<file path="src/rtl/am_err_monitor.sv">
// am_err_monitor: error characterisation for a 16x16 approximate multiplier.
// Over a window of N = 2**SAMPLES_LOG2 accepted samples, this block accumulates the
// error count, the sum of the error distance (ED = |a*b - approx|) and the maximum ED.
//
// Ports:
//   clk, rst         clock, synchronous active-high reset
//   start            pulse that opens a measurement window (honoured in IDLE/DONE only)
//   in_valid         sample present on a/b/approx
//   in_ready         block accepts a sample this cycle
//   a, b, approx     operands and the approximate product under test
//   busy             window in progress (RUN or DRAIN)
//   stat_valid       statistics final, held until next start or rst
//   err_count        samples with ED != 0
//   ed_sum, ed_max   ED sum and maximum over the window
module am_err_monitor #(
  parameter int unsigned SAMPLES_LOG2 = 10,
  parameter int unsigned SUM_W        = 32 + SAMPLES_LOG2
) (
  input  logic                    clk,
  input  logic                    rst,
  input  logic                    start,
  input  logic                    in_valid,
  output logic                    in_ready,
  input  logic [15:0]             a,
  input  logic [15:0]             b,
  input  logic [31:0]             approx,
  output logic                    busy,
  output logic                    stat_valid,
  output logic [SAMPLES_LOG2:0]   err_count,
  output logic [SUM_W-1:0]        ed_sum,
  output logic [31:0]             ed_max
);

  localparam int unsigned CntW = SAMPLES_LOG2 + 1;
  localparam logic [CntW-1:0] NSamp   = {1'b1, {SAMPLES_LOG2{1'b0}}};
  localparam logic [CntW-1:0] LastIdx = NSamp - CntW'(1);

  typedef enum logic [1:0] {StIdle, StRun, StDrain, StDone} state_e;

  state_e            state_q, state_d;
  logic [CntW-1:0]   acc_cnt_q;
  logic              clear;
  logic              accept;

  // Stage 1: registered sample
  logic              s1_v_q;
  logic [15:0]       s1_a_q, s1_b_q;
  logic [31:0]       s1_ap_q;
  // Stage 2: registered error distance
  logic              s2_v_q;
  logic [31:0]       s2_ed_q;
  logic              s2_nz_q;
  // Stage 3: accumulators
  logic [CntW-1:0]   cnt_q;
  logic [SUM_W-1:0]  sum_q;
  logic [31:0]       max_q;

  logic [31:0]       exact;
  logic [31:0]       ed;

  assign in_ready = (state_q == StRun) && (acc_cnt_q < NSamp);
  assign accept   = in_valid && in_ready;

  assign exact = 32'(s1_a_q) * 32'(s1_b_q);
  assign ed    = (exact >= s1_ap_q) ? (exact - s1_ap_q) : (s1_ap_q - exact);

  always_comb begin
    state_d = state_q;
    clear   = 1'b0;
    unique case (state_q)
      StIdle, StDone: begin
        if (start) begin
          clear   = 1'b1;
          state_d = StRun;
        end
      end
      StRun: begin
        if (accept && (acc_cnt_q == LastIdx)) state_d = StDrain;
      end
      StDrain: begin
        // Pipe empty means the final accumulation landed on the previous edge.
        if (!s1_v_q && !s2_v_q) state_d = StDone;
      end
      default: state_d = StIdle;
    endcase
  end

  always_ff @(posedge clk) begin
    if (rst) begin
      state_q   <= StIdle;
      acc_cnt_q <= '0;
      s1_v_q    <= 1'b0;
      s1_a_q    <= '0;
      s1_b_q    <= '0;
      s1_ap_q   <= '0;
      s2_v_q    <= 1'b0;
      s2_ed_q   <= '0;
      s2_nz_q   <= 1'b0;
      cnt_q     <= '0;
      sum_q     <= '0;
      max_q     <= '0;
    end else begin
      state_q <= state_d;

      if (clear)       acc_cnt_q <= '0;
      else if (accept) acc_cnt_q <= acc_cnt_q + CntW'(1);

      s1_v_q <= accept;
      if (accept) begin
        s1_a_q  <= a;
        s1_b_q  <= b;
        s1_ap_q <= approx;
      end

      s2_v_q <= s1_v_q;
      if (s1_v_q) begin
        s2_ed_q <= ed;
        s2_nz_q <= (ed != 32'd0);
      end

      // clear only fires in IDLE/DONE where the pipe is empty, so it never races s2_v_q.
      if (clear) begin
        cnt_q <= '0;
        sum_q <= '0;
        max_q <= '0;
      end else if (s2_v_q) begin
        cnt_q <= cnt_q + CntW'(s2_nz_q);
        sum_q <= sum_q + SUM_W'(s2_ed_q);
        if (s2_ed_q > max_q) max_q <= s2_ed_q;
      end
    end
  end

  assign busy       = (state_q == StRun) || (state_q == StDrain);
  assign stat_valid = (state_q == StDone);
  assign err_count  = cnt_q;
  assign ed_sum     = sum_q;
  assign ed_max     = max_q;

endmodule

</file>
<file path="config.mk">
export PLATFORM = sky130hd
export DESIGN_NAME = am_err_monitor
export DESIGN_NICKNAME = d
export VERILOG_FILES = /design/src/rtl/am_err_monitor.sv
export SDC_FILE = /design/constraint.sdc
export NUM_CORES = 1
export LEC_CHECK = 0
export CORE_MARGIN = 8
export CORE_UTILIZATION = 45
export DETAILED_ROUTE_END_ITERATION = 12
export GPL_TIMING_DRIVEN = 0
export PLACE_DENSITY = 0.75
export SLEW_MARGIN = 10
export SYNTH_ARGS = -nofsm -noshare
export SYNTH_HDL_FRONTEND = slang
export SYNTH_SLANG_ARGS = --single-unit
export TNS_END_PERCENT = 100
</file>
<file path="constraint.sdc">
create_clock -name clk -period 8.7 [get_ports clk]
set_input_delay 0.87 -clock clk [delete_from_list [all_inputs] [get_ports clk]]
set_output_delay 0.87 -clock clk [all_outputs]
set_load 0.1 [all_outputs]
</file>
# --- Word level (Yosys, flattened, before mapping) ---
# Cells that the tools add are included.
word_totals:
  register_bits: 197
  inputBits: 68
  elab_cells: 48
op_classes:
  add_sub_neg: 5
  n_mul: 1
  magnitude_cmp: 3
  n_eq_ne: 7
  mux: 7
  reduce_logical: 13
op_table:
  columns: ["cell", "count"]
  rows:
  - ["32-bit subtractor", 2]
  - ["42-bit by 32-bit adder with 42-bit output", 1]
  - ["32-bit >= comparator", 1]
  - ["32-bit > comparator", 1]
  - ["16-bit by 16-bit multiplier with 32-bit output", 1]
  - ["32-bit two-way mux", 1]
  - ["32-bit nonzero test", 1]
  - ["11-bit by 1-bit adder with 11-bit output", 1]
  - ["11-bit by 1-bit adder with 11-bit output (second input constant)", 1]
  - ["11-bit by 10-bit == test with 1-bit output (second input constant)", 1]
  - ["11-bit < comparator (second input constant)", 1]
  - ["2-bit two-way mux", 3]
  - ["2-bit one-hot mux with 3 select lines", 1]
  - ["2-bit == test (second input constant)", 2]
  - ["1-bit logical AND", 4]
  - ["2-bit != test (second input constant)", 2]
  - ["2-bit OR reduction", 2]
  - ["3-bit AND reduction", 1]
  - ["2-bit by 1-bit == test with 1-bit output (second input constant)", 1]
  - ["1-bit zero test", 2]
  - ["2-bit zero test", 1]
  - ["1-bit two-way mux", 2]
  - ["2-bit by 1-bit != test with 1-bit output (second input constant)", 1]
  - ["2-bit AND reduction", 1]
  - ["1-bit logical OR", 1]

# --- Depth between registers and ports, before layout ---
# Gate-level depths: netlist (run 1).
depth:
  ltp_word: 6
  depth_mapped: 40
  depth_no_buf: 37

# --- Worst setup path before layout (run 1) ---
# Ideal clock, no wire load.
synth_timing:
  path_kind: "register to register"
  startpoint: "reg s1_b_q[9]"
  endpoint: "reg s2_nz_q"
  t_arrival_ns: 8.686
  required_ns: 8.570
  path_slack_ns: -0.116
  path_stages_with_launch: 39
  path_buffers: 2
  period_less_slack_ns: 8.816
  path_cell_list: "dfxtp_1 -> clkbuf_1 -> clkbuf_1 -> nand2_1 -> fa_1 -> inv_1 -> fa_1 -> inv_1 -> fa_1 -> inv_1 -> fa_1 -> fa_1 -> inv_1 -> fa_1 -> inv_1 -> ha_1 -> a21o_1 -> a21o_1 -> [3 not listed] -> a21oi_1 -> a211oi_1 -> a31oi_1 -> nor2b_1 -> o221a_2 -> mux2_2 -> nand2b_1 -> ha_1 -> a21o_1 -> a21oi_2 -> nand2_1 -> nand2_2 -> mux2i_1 -> nand4_1 -> a2111o_1 -> nor4_1 -> and4bb_1 -> nor3_2"
synth_via:
  elab_chain_len: 4
  elab_cells_between_ends: 6
synth_rtl:
  columns: ["element", "line", "rtl"]
  rows:
  - ["from (decl)", "47", "logic [15:0] s1_a_q, s1_b_q;"]
  - ["from (signal assigned)", "94", "s1_b_q <= '0;"]
  - ["from (signal assigned)", "111", "s1_b_q <= b;"]
  - ["16-bit by 16-bit multiplier with 32-bit output *", "64", "assign exact = 32'(s1_a_q) * 32'(s1_b_q);"]
  - ["32-bit subtractor or 32-bit >= comparator (tied branches)", "65", "assign ed = (exact >= s1_ap_q) ? (exact - s1_ap_q) : (s1_ap_q - exact);"]
  - ["32-bit two-way mux *", "65", null]
  - ["32-bit nonzero test *", "118", "s2_nz_q <= (ed != 32'd0);"]
  - ["to (signal assigned)", "118", null]
  - ["to (decl)", "52", "logic s2_nz_q;"]
# Every way passes the cells marked *; elsewhere a longest branch is shown, timed or not.
# A chain may end at the register's enable or synchronous reset.

# --- Worst setup path in the final report (run 1) ---
layout_timing:
  startpoint: "reg s1_b_q[6]"
  endpoint: "reg s2_nz_q"
# Same word-level chain as after synthesis.

==> summary.md, run 1 <==
| Metric | Value |
|---|---|
| Outcome | `finished with violations` |
| Failing checks | `negative setup slack` |
| Initial Util | `45.6%` |
| # Max-Cap Violations | `0` |
| Die footprint | `0.0557 mm^2` |
| Number of synthesized flops with an enable pin | `0` |
| Final worst-path setup slack | `-0.344 ns` |
| Slowest stage cell, crit path | `fa_2` |
| Switching Share | `48.3%` |
| Global-route usage over all layers | `24.7%` |
| Crit path DAT | `9.41 ns` |
| Core footprint | `0.0477 mm^2` |
| Asr flop ratio synth | `0%` |
| Gr ovfl total | `0` |
| Crit path largest cell delay | `0.56 ns` |
| Die Y | `236 um` |
| Critical path type | `reg2reg` |
| Vias after detailed routing | `20300` |
| Number of global-route vias before repair | `20100` |
| Clock sink count | `197` |
| Yosys reg bits | `197` |
| Distinct cells, synth | `95` |
| Filler instances | `4111` |
| Most common cell in the netlist | `inv_1` |
| Largest net degree at the start of global routing | `20` |
| Syn avg cell area | `8.25 um^2` |
| Clock tree root buffer cell | `clkbuf_16` |
| Tightest Pin Transition | `1.09 ns` |
| Setup TNS | `-0.374 ns` |
| Cell internal pwr | `3960 uW` |
| Synth Warn # | `0` |
| First-pass GRT wire length | `110000 um` |
| Ranking of synthesized cells by area | `dfxtp_1 18%, fa_1 18%, ha_1 14%, inv_1 6.3%, nand2_1 6.0%` |
| Die width | `236 um` |
| Routed Antenna Nets | `0` |
| NetSw | `3690 uW` |
| CP endpoint kind | `flop` |
| Longest Clk Path Bufs | `2` |
| Final Net Count | `3423` |
| Fmax | `0.111 GHz` |
| # H-tree levels | `4` |
| Vias/cell | `5.71` |
| P per Cell Area | `282 mW/mm^2` |
| Top post-synthesis cells by count | `363 x inv_1, 348 x nand2_1, 237 x ha_1` |
| Part of the cycle the worst path needs | `104%` |
| DP Area | `0.0241 mm^2` |
| Fraction of layout cells with a size suffix above 1 | `13.9%` |
| Place WS | `-1.93 ns` |
| Iter 0 DRT Violations | `1640` |
| Sequential fraction of design power | `14.3%` |
| Clock Latency Late Sink | `0.50 ns` |
| Final core utilization | `56.9%` |
| Synth area leader | `dfxtp_1` |
| Clock Skew | `0.0207 ns` |
| Pleak | `0.0121 uW` |
| Area occupied by multi-input gates | `0.0169 mm^2` |
| Final hold violations | `0` |
| Routed WL | `70800 um` |
| CTS Buf Count | `17` |
| Initial antenna violation count | `1` |
| Max-slew headroom | `27.5%` |
| Logic pwr share | `74.8%` |
| Pre-antenna DRT Iters | `6` |
| Crit path max fanout | `8` |
| Synth Flop Type | `dfxtp_1` |
| Core Rows | `80` |
| Worst VDD drop | `0.338 mV` |
| Sequential fraction of the synthesis area | `18.1%` |
| Final instance area | `0.0271 mm^2` |
| Area Growth Syn to Fin | `24.6%` |
| Critical Path Start Type | `flop` |
| Reg area | `0.00406 mm^2` |
| Hold_buf cts | `0` |
| Hpwl dp | `54900 um` |
| Fin. max-slew vios | `0` |
| Yosys top cell area share | `18.1%` |
| Setup Viol. Count Final | `3` |
| Avg WL per Cell | `19.9 um` |
| Placed instance count | `3411` |
| Worst Hold Class | `reg2reg` |
| GPL Wtd Cong | `0.926` |
| Syn nets | `3143` |
| Finished Layout Cells | `3549` |
| Worst-path clk slew | `0.08 ns` |
| Port bufs | `155` |
| Min Tclk post-route | `9.04 ns` |
| CP required | `9.06 ns` |
| DRC viols | `0` |
| Most used cell, CP | `fa_1` |
| CTS tree | `built` |
| Mapped cell area | `0.0218 mm^2` |
| Cells after Synth | `2641` |
| RSZ-0062 raised after global routing | `yes` |
| Ports | `156` |
| Clk pwr share | `10.9%` |
## power by group through the flow
stage	clock, uW	sequential (uW)	combinational [uW]
finish	833	1090	5720
global route	880	1100	5960
CTS	845	1090	4590
detailed placement	0	1110	3790
global placement	0	1110	3740
floorplan	0	1060	2670
## final cells by class
type	instances	area share, %
Clock buffer	18	1.58
Timing Repair Buffer	267	9.27
Multi-Input combinational cell	1960	62.1
Antenna cell	1	0.00922
Clock inverter	13	0.594
Sequential cell	197	14.9
Inverter	363	5.02
Buffer	115	3.63
Tap cell	615	2.83
## critical path: cells and delay by family, from the launching register on
kind | cells | cell delay (ns)
compound gates | 14 | 3.07
fa+ha+maj | 8 | 3.49
buf+inv | 6 | 0.55
flops | 1 | 0.38
mux | 1 | 0.30
simple gates | 8 | 1.12
## through the flow
step                total power (uW)  hold WS (ns)
floorplan                       3730         0.436
global placement                4850         0.449
detailed placement              4900         0.465
CTS                             6530         0.480
global route                    7940         0.503
finish                          7650         0.480
## sequential cells by signal, indices dropped and copies added (netlist names)
name,cells
ed_sum,42
acc_cnt_q,11
state_q,2
s2_nz_q,1
s1_ap_q,32
s1_a_q,16
ed_max,32
err_count,11
s1_v_q,1
s2_ed_q,32
s1_b_q,16
s2_v_q,1
## cells in the final DEF (no fill, tap or decap), types with 17 or more instances in the layout
cell type | synthesis | layout
nand2_1 | 348 | 343
clkdlybuf4s50_1 | 0 | 155
nor2b_1 | 29 | 28
nor2_1 | 180 | 177
fa_1 | 197 | 188
inv_1 | 363 | 351
ha_1 | 237 | 219
nor3_1 | 28 | 24
dfxtp_4 | 0 | 30
buf_6 | 3 | 23
nand4_1 | 24 | 24
and2_1 | 126 | 118
and3_1 | 22 | 21
o21a_1 | 18 | 18
a21oi_2 | 5 | 18
a211oi_1 | 41 | 33
dfxtp_1 | 197 | 166
xor2_1 | 36 | 32
a21o_1 | 64 | 64
o21ai_0 | 71 | 66
clkbuf_16 | 0 | 27
clkbuf_8 | 0 | 17
mux2i_1 | 77 | 73
nand2b_1 | 19 | 18
clkbuf_1 | 89 | 51
nand3_1 | 26 | 25
a21oi_1 | 169 | 155
buf_4 | 7 | 98
xnor2_1 | 62 | 46
## kinds of logic (layout without fill, tap and decap cells)
| logic type | Yosys count | after routing | synth area share (%) |
|---|---|---|---|
| AO/OA/AOI/OAI | 485 | 485 | 14.9 |
| XOR/XNOR | 98 | 98 | 3.94 |
| flip-flops | 197 | 197 | 18.1 |
| buffers and inverters | 484 | 776 | 8.64 |
| multiplexers | 80 | 80 | 3.69 |
| adder cells (fa/ha/maj) | 434 | 434 | 31.7 |
| other | 0 | 1 | 0 |
| AND/OR/NAND/NOR | 863 | 863 | 19.0 |
## final timing paths
check             cells past startpoint    endpoint  startpoint  slack (ns)
hold reg to reg                       2  s1_ap_q[6]  s1_ap_q[6]        0.48
setup reg to reg                     37     s2_nz_q   s1_b_q[6]       -0.34
setup / recovery                     37     s2_nz_q   s1_b_q[6]       -0.34
hold / removal                        2  s1_ap_q[6]  s1_ap_q[6]        0.48
## repair_timing
item,in CTS,in global routing
resized for setup,267,110
pin swaps,84,92
cloned,1,0
setup endpoints to repair,32,23
setup buffers,77,34
## routing by layer
metal | share of wire (%) | global-route usage (%)
met2 | 47 | 40.7
met3 | 8.4 | 5.22
met4 | 4.2 | 10.5
met1 | 41 | 31.0
met5 | 0 | 0
(Power assumes the default switching activity.)
==> inputs of run 2 (changes only) <==
--- a/config.mk
+++ b/config.mk
@@ -9,7 +9,7 @@
 export CORE_UTILIZATION = 45
 export DETAILED_ROUTE_END_ITERATION = 12
 export GPL_TIMING_DRIVEN = 0
-export PLACE_DENSITY = 0.75
+export PLACE_DENSITY = 0.73
 export SLEW_MARGIN = 10
 export SYNTH_ARGS = -nofsm -noshare
 export SYNTH_HDL_FRONTEND = slang
==> constraint.sdc (replaced) <==
create_clock -name clk -period 11.7 [get_ports clk]
set_input_delay 1.17 -clock clk [delete_from_list [all_inputs] [get_ports clk]]
set_output_delay 1.17 -clock clk [all_outputs]
set_load 0.1 [all_outputs]
==> summary.md, run 2 (same netlist as run 1, synthesis figures left out) <==
| Metric | Value |
|---|---|
| Iter 0 DRT Violations | `1486 (-9.4%)` |
| Setup Fix Bufs, Post-CTS | `0 (-100%)` |
| Final hold violations | `0 (unchanged)` |
| Clock Skew | `0.0184 ns (-0.00231 ns)` |
| Clock tree root buffer cell | `clkbuf_16` |
| Final Net Count | `3317 (-3.1%)` |
| Crit path max fanout | `10 (+2)` |
| Hold EP | `s1_ap_q[10]` |
| Ports | `156 (unchanged)` |
| Critical path type | `reg2reg` |
| Routed WL | `66600 um (-6.0%)` |
| Vias/cell | `5.60 (-1.9%)` |
| Fraction of layout cells with a size suffix above 1 | `3.61% (-10 points)` |
| Gr ovfl total | `0 (unchanged)` |
| Max-slew headroom | `28.6% (+1.1 points)` |
| Outcome | `finished clean` |
| Clock Latency Late Sink | `0.50 ns (about the same)` |
| GPL Wtd Cong | `0.954 (+3.0%)` |
| # H-tree levels | `4 (unchanged)` |
| Part of the cycle the worst path needs | `96.0% (-8.0 points)` |
| P per Cell Area | `179 mW/mm^2 (-37%)` |
| Hold depth | `2 (unchanged)` |
| Setup TNS | `0 ns (+0.374 ns)` |
| CTS tree | `built` |
| Worst VDD drop | `0.182 mV (-46%)` |
| Pre-antenna DRT Iters | `5 (-1)` |
| Crit path DAT | `11.60 ns (+2.19 ns)` |
| R2r endpoint | `s2_nz_q` |
| Vias after detailed routing | `19300 (-4.8%)` |
| Slowest stage cell, crit path | `fa_1` |
| Most common cell after layout, fill and taps aside | `inv_1` |
| Design Power | `4420 uW (-42%)` |
| Clock sink count | `197 (unchanged)` |
| Max reg flops | `42 (unchanged)` |
| Final instance area | `0.0247 mm^2 (-8.9%)` |
| Worst r2r src | `s1_b_q[7]` |
| Critical Path Start Type | `flop` |
| Initial antenna violation count | `2 (+1)` |
| Largest net degree at the start of global routing | `23 (+15%)` |
| Initial Util | `45.6% (unchanged)` |
| Fin. max-slew vios | `0 (unchanged)` |
| # Max-Cap Violations | `0 (unchanged)` |
| Hold_buf cts | `0 (unchanged)` |
| Global-route usage over all layers | `23.6% (-1.1 points)` |
| Most frequent cells in the layout | `363 x inv_1, 348 x nand2_1, 237 x ha_1` |
| DP Area | `0.0241 mm^2 (about the same)` |
| Setup crit start | `s1_b_q[7]` |
| Port bufs | `155 (unchanged)` |
| Worst R2R Setup Slack | `0.47 ns (+0.82 ns)` |
| Core Rows | `80 (unchanged)` |
| DRC viols | `0 (unchanged)` |
| Hold_sp | `s1_ap_q[10]` |
| Hpwl dp | `55200 um (+0.59%)` |
| Setup Viol. Count Final | `0 (-3)` |
| Worst-path clk slew | `0.09 ns (about the same)` |
| CP required | `12.08 ns (+3.02 ns)` |
| Die footprint | `0.0557 mm^2 (unchanged)` |
| Number of global-route vias before repair | `19100 (-4.9%)` |
| Fmax | `0.0891 GHz (-19%)` |
| Tightest Pin Transition | `1.07 ns (-0.0191 ns)` |
| Area Growth Syn to Fin | `13.5%` |
| Die Y | `236 um (unchanged)` |
| Worst Hold Class | `reg2reg` |
| Die width | `236 um (unchanged)` |
| Post-CTS resize count | `0 (-100%)` |
| Core footprint | `0.0477 mm^2 (unchanged)` |
| Most used cell, CP | `fa_1` |
| Routed Antenna Nets | `0 (unchanged)` |
| Worst R2R Path Depth | `38 (+2.7%)` |
| Min Tclk post-route | `11.23 ns (+2.18 ns)` |
| CP endpoint kind | `flop` |
| Pleak | `0.0111 uW (-8.5%)` |
| Longest Clk Path Bufs | `2 (unchanged)` |
| CTS Buf Count | `17 (unchanged)` |
| RSZ-0062 raised after global routing | `no` |
| First-pass GRT wire length | `105000 um (-4.4%)` |
| Crit path largest cell delay | `0.58 ns (+0.02 ns)` |
| Avg WL per Cell | `19.3 um (-3.1%)` |
run 2: cell types whose count changed in the layout (fill, tap and decap cells not counted), sizes merged:
cell	change
buf	-117
clkinvlp	+1
clkinv	+2
bufinv	-1
clkbuf	+10
run 2: cell type report:
type	instances	area, um^2
well taps	615	769
inverters	363	1360
multi-input cells	1960	16000
plain buffers	121	520
repair buffers	155	1550
diodes	1	2.50
clock buffers	17	425
clock inverters	15	194
flip-flops and latches	197	3940
fillers	4542	23000
run 2: routing by layer:
layer  part of all wire, %  global-route usage [%]
met1                    44                    30.9
met3                   7.3                    4.52
met5                     0                       0
met4                   3.2                    8.61
met2                    46                    38.4
run 2: power breakdown:
part           switching [uW]  leakage [uW]  internal [uW]
clock network             342      0.000297            294
registers                96.5       0.00159            725
logic                    1930       0.00919           1040
total                    2360        0.0111           2060
run 2: how the worst max path moves through the flow:
| stage | to | slack, ns | depth (start not counted) |
|---|---|---|---|
| final | s2_nz_q | 0.47 | 38 |
| after detailed placement | s2_nz_q | 0.82 | 38 |
| after global routing | s2_nz_q | 0.17 | 38 |
| after global placement | s2_nz_q | 0.86 | 40 |
| after CTS | s2_nz_q | 0.77 | 38 |
| after floorplan | s2_nz_q | 2.88 | 38 |
run 2: worst max-delay path: cells and delay by family (launching register included):
kind,cells,cell delay [ns]
and+or+nand+nor,10,2.28
buffers and inverters,7,1.75
DFF,1,0.33
AOI/OAI and AO/OA,11,2.19
xor gates and xnor gates,2,0.67
adders and majority gates,8,3.86
run 2: stage by stage:
stage,hold slack [ns],utilization (%),worst slack (ns),cells
CTS,0.483,51.8,0.769,3443
global placement,0.455,50.5,0.862,3411
floorplan,0.436,-,2.88,2641
detailed placement,0.471,50.5,0.815,3411
finish,0.482,51.8,0.471,3444
global route,0.509,51.8,0.169,3443
==> inputs of run 3 (changes only) <==
--- a/config.mk
+++ b/config.mk
@@ -7,6 +7,7 @@
 export LEC_CHECK = 0
 export CORE_MARGIN = 8
 export CORE_UTILIZATION = 45
+export CTS_CLUSTER_SIZE = 20
 export DETAILED_ROUTE_END_ITERATION = 12
 export GPL_TIMING_DRIVEN = 0
 export PLACE_DENSITY = 0.73
==> results of run 3 <==
Same layout as run 2: the final DEF is identical, and so are final timing and power.
